## config.mk

```make
export PLATFORM = sky130hd
export DESIGN_NAME = reg_file_sb
export DESIGN_NICKNAME = d
export VERILOG_FILES = /design/src/rtl/reg_file_sb.sv
export SDC_FILE = /design/constraint.sdc
export NUM_CORES = 1
export LEC_CHECK = 0
export CAP_MARGIN = 15
export CORE_ASPECT_RATIO = 1.25
export CORE_MARGIN = 3
export CORE_UTILIZATION = 40
export DETAILED_ROUTE_END_ITERATION = 8
export PLACE_DENSITY = 0.66
export SYNTH_ARGS = -nofsm -noshare
export SYNTH_HDL_FRONTEND = slang
export SYNTH_SLANG_ARGS = --single-unit
```

## constraint.sdc

```tcl
create_clock -name clk -period 1.6 [get_ports clk]
set_clock_uncertainty 0.2 [all_clocks]
set_input_delay 0.32 -clock clk [delete_from_list [all_inputs] [get_ports clk]]
set_output_delay 0.32 -clock clk [all_outputs]
set_load 0.05 [all_outputs]
```

## src/rtl/reg_file_sb.sv

```systemverilog
// reg_file_sb: general-purpose register file with a per-register busy scoreboard.
// Two combinational read ports and one synchronous write port.
// Issue reserves a destination register, and writeback releases it.
// Optional macro REG_FILE_BYPASS_EN: write data is forwarded to the read ports in the
// same cycle as the write.
module reg_file_sb #(
    parameter int dw    = 8,
    parameter int pw    = 2,
    parameter int ZERO0 = 0
) (
    input  logic              clk,
    input  logic              rst,
    input  logic              wr_en,
    input  logic [pw-1:0]     wr_addr,
    input  logic [dw-1:0]     dat_in,
    input  logic              rsv_en,
    input  logic [pw-1:0]     rsv_addr,
    input  logic [pw-1:0]     rd_addrA,
    input  logic [pw-1:0]     rd_addrB,
    output logic [dw-1:0]     datA_out,
    output logic [dw-1:0]     datB_out,
    output logic              busyA,
    output logic              busyB,
    output logic              rsv_err,
    output logic [2**pw-1:0]  busy_vec
);
    localparam int DEPTH = 2**pw;
    localparam bit Z0    = (ZERO0 != 0);

    logic [dw-1:0]    regs [DEPTH];
    logic [DEPTH-1:0] busy_d;
    logic             wr_take;
    logic             rsv_take;
    logic             retire;
    logic             refused;

    // Register 0 is hard-wired when Z0 is set, so it takes no writes and no reservations.
    always_comb begin
        wr_take  = wr_en  && !(Z0 && wr_addr  == '0);
        rsv_take = rsv_en && !(Z0 && rsv_addr == '0);
        // A write to the same register retires the old reservation on this edge.
        retire   = wr_en && (wr_addr == rsv_addr);
        refused  = rsv_take && busy_vec[rsv_addr] && !retire;
        busy_d   = busy_vec;
        if (wr_en)
            busy_d[wr_addr] = 1'b0;
        if (rsv_take && !refused)
            busy_d[rsv_addr] = 1'b1;
    end

    // Write port for the register array.
    always_ff @(posedge clk or posedge rst) begin
        if (rst) begin
            for (int i = 0; i < DEPTH; i++)
                regs[i] <= '0;
        end else if (wr_take) begin
            regs[wr_addr] <= dat_in;
        end
    end

    // Scoreboard update and the one-cycle pulse for a refused reservation.
    always_ff @(posedge clk or posedge rst) begin
        if (rst) begin
            busy_vec <= '0;
            rsv_err  <= 1'b0;
        end else begin
            busy_vec <= busy_d;
            rsv_err  <= refused;
        end
    end

    // Read port A: the stored value, an optional forwarded write, and the r0 override.
    always_comb begin
        datA_out = regs[rd_addrA];
        busyA    = busy_vec[rd_addrA];
`ifdef REG_FILE_BYPASS_EN
        if (wr_en && wr_addr == rd_addrA) begin
            datA_out = dat_in;
            busyA    = 1'b0;
        end
`endif
        if (Z0 && rd_addrA == '0) begin
            datA_out = '0;
            busyA    = 1'b0;
        end
    end

    // Read port B: the same behaviour as port A.
    always_comb begin
        datB_out = regs[rd_addrB];
        busyB    = busy_vec[rd_addrB];
`ifdef REG_FILE_BYPASS_EN
        if (wr_en && wr_addr == rd_addrB) begin
            datB_out = dat_in;
            busyB    = 1'b0;
        end
`endif
        if (Z0 && rd_addrB == '0) begin
            datB_out = '0;
            busyB    = 1'b0;
        end
    end
endmodule
```

==> run metrics <==
setup repair after global routing missed its margin yes; clk root buf sky130_fd_sc_hd__clkbuf_8; switching power roughly 0.0013 W; violated checks setup timing; initial standard-cell utilization of the core 42.6%; Clock power frac 17.6%; clock edge transition at the registers on the reported setup and hold paths ~70 ps; chip height roughly 84 um; Yosys Warn Count 0; sink count of the clock tree 37; PwrDens 1210 nW/um2; remaining design rule violation count 0; cell count after placement around 240; total inserted antenna cells 0; core area 4560 um2; post-place setup slack -626 ps; Seq pwr share a little over a third; Pre-antenna DRT Iters 4; H-tree levels 2; GP Congestion approximately 0.8; internal power 0.00222 W; number of placed I/O pins 43; Routed Antenna Nets 0; per-cell via count in the routed design around 5.5; routed vias between 1k and 1.5k; Crit Path Class flop to primary output; detailed-route wire length around 4800 um; sort of element at the start of the critical path flop; Final setup viols 20; kind of cell adding the most delay to the critical path multiplexers; Port-buffer cells 42; worst max-slew margin expressed relative to the limit between 70% and 80%; number of standard-cell rows in the floorplan 27; Critical Path Max Stage Delay roughly 480 ps; Clock Latency Late Sink 280 ps; CP Data Arrival Time between 1000 and 1500 ps; global-route wire length before repair between 7000 and 8000 um; combinational share of power a little under half; global router's overall resource usage approximately 18%; fmax around 0.53 GHz; Post-Syn Area around 1900 um2; Sum Neg Setup Slack -5080 ps; Max VDD drop ~0.67 mV; Lkg Pwr roughly 1.2 nW; result of the run finished, violations left; fraction of layout instances using a drive strength above 1 64.2%; initial antenna violation count 0; post-synthesis instance total roughly 120; share of the clock period used by the worst path after layout 118%; cell breakdown of the critical path mux4_2 > buf_6; sequential cell area fraction in the yosys report between 40% and 50%; maximum net fanout on the critical path 4; post-route setup slack -285 ps; Final Net Count between 200 and 250; Non-Filler Instances between 200 and 300; Die Wd ~68 um; total of max-cap violations 0; number of buffers added by the clock tree synthesis step 5; number of buffers on the longest clock path 2; critical path data required time roughly 1100 ps; count of routing violations after the opening detailed-route iteration 62; Final Hold Vio Count 0; fin. max-slew vios 0; sum of net half-perimeters after detailed placement roughly 3400 um; Slowest cell on crit path sky130_fd_sc_hd__mux4_2; final critical-path required period approximately 1900 ps; Buf+Inv Stages, Crit Path 1; post-layout util 63.5%; classification of the worst-slack hold path input port to async pin; average cell area after synthesis between 15 and 20 um2; post-detailed-route wirelength per cell roughly 19 um; die area 5730 um2; area added between synthesis and finish 49.0%; number of nets in the synthesized netlist 142; CTS tree done; final global-route overflow total 0; Unique masters post-synth 19; nature of the critical path endpoint primary output; number of flip-flops and latches in the synthesized netlist 37; Switching Fraction between 30% and 40%; pin count of the biggest net entering global routing 38; vias in the first global route ~1.6k; transition at the pin with the smallest max-transition slack just over 300 ps
## Yosys cell counts (all sizes together)
cell	instances	area share, %
mux2	33	19
nand2	4	0.77
o31ai	1	0.39
xnor2	2	0.90
mux4	19	22
dfrtp	37	48
nand3	3	1.0
o21ai	3	0.77
buf	7	2.3
inv	4	0.77
nor3b	1	0.97
nand3b	3	1.5
or3b	1	0.45
a31oi	3	0.97
and3	1	0.32
## layout by cell type (no fill, tap or decap), drive strengths merged
cell type,instances
a31oi,3
and3,1
buf,51
clkbuf,7
clkdlybuf4s15,3
clkdlybuf4s50,10
clkinv,2
dfrtp,37
dlygate4sd2,4
dlymetal6s2s,1
inv,4
mux2,33
mux4,19
nand2,4
nand3,3
nand3b,3
nor3b,1
o21ai,3
o31ai,1
or3b,1
xnor2,2
## cell families (layout without fill, tap and decap cells)
kind of cell	after synthesis	after routing	synth area share [%]
DFF	37	37	47.7
xor gates and xnor gates	2	2	0.902
muxes	52	52	41.2
buffers and inverters	11	82	3.03
AOI/OAI and AO/OA	7	7	2.13
and+or+nand+nor	13	13	5.09
## state kept, by name (all words and copies together) (netlist names)
register and flops:
regs 32, busy_vec 4, rsv_err 1
## power groups by stage
stage / Clock [W] / Sequential, W / Combinational [W]
4_1_cts: 0.000644 / 0.00125 / 0.00164
3_3_place_gp: 0 / 0.00124 / 0.00148
6_report: 0.000618 / 0.00125 / 0.00164
5_1_grt: 0.000685 / 0.00127 / 0.00171
3_5_place_dp: 0 / 0.00127 / 0.00150
2_1_floorplan: 0 / 0.00133 / 0.000887
## cell type report
cell class	instances	area [um2]
fill	349	1670
multi-input combinational	74	970
sequential	37	931
timing repair buffer	70	823
clock buffer	6	72.6
tap	58	72.6
inverter	4	15.0
clock inverter	2	10.0
## path summary, 6_finish.rpt
check	start	endpoint	slack [ps]	depth (start not counted)
worst max-delay path	busy_vec[0]	busyB	-280	2
worst min-delay path	rst	regs[22]	200	3
worst max register to register	busy_vec[0]	rsv_err	-210	6
worst min register to register	regs[14]	regs[14]	330	1
max in group asynchronous	rst	busy_vec[0]	810	3
min in group clk	regs[14]	regs[14]	330	1
## routing by layer
| metal | GRT usage [%] | share of wire (%) | vias up | wire, um |
|---|---|---|---|---|
| met1 | 22.5 | 38 | 715 | 1810 |
| met3 | 4.04 | 5.3 | 8 | 254 |
| li1 | - | - | 614 | - |
| met5 | 0 | 0 | - | 0 |
| met2 | 30.6 | 55 | 50 | 2640 |
| met4 | 3.62 | 1.2 | 0 | 55 |
## what timing repair did
action / in CTS / in global routing
setup endpoints to repair: 47 / 28
gates cloned: 0 / 1
pin swaps: 1 / 0
hold buffers: 0 / 0
buffers inserted: 4 / 1
resized for setup: 42 / 2
## stage by stage
step	total power (W)	instance area, um2	hold WS (ps)
after CTS	0.00353	2870	198
after global placement	0.00272	2670	299
final	0.00350	2890	200
after global routing	0.00367	2890	217
after floorplan	0.00221	2010	214
after detailed placement	0.00277	2670	315
## worst min-delay path, delay by kind of cell
family	cells	cell delay, ps
buf+inv	3	730
Note: power is estimated with default switching activity, not from simulation.
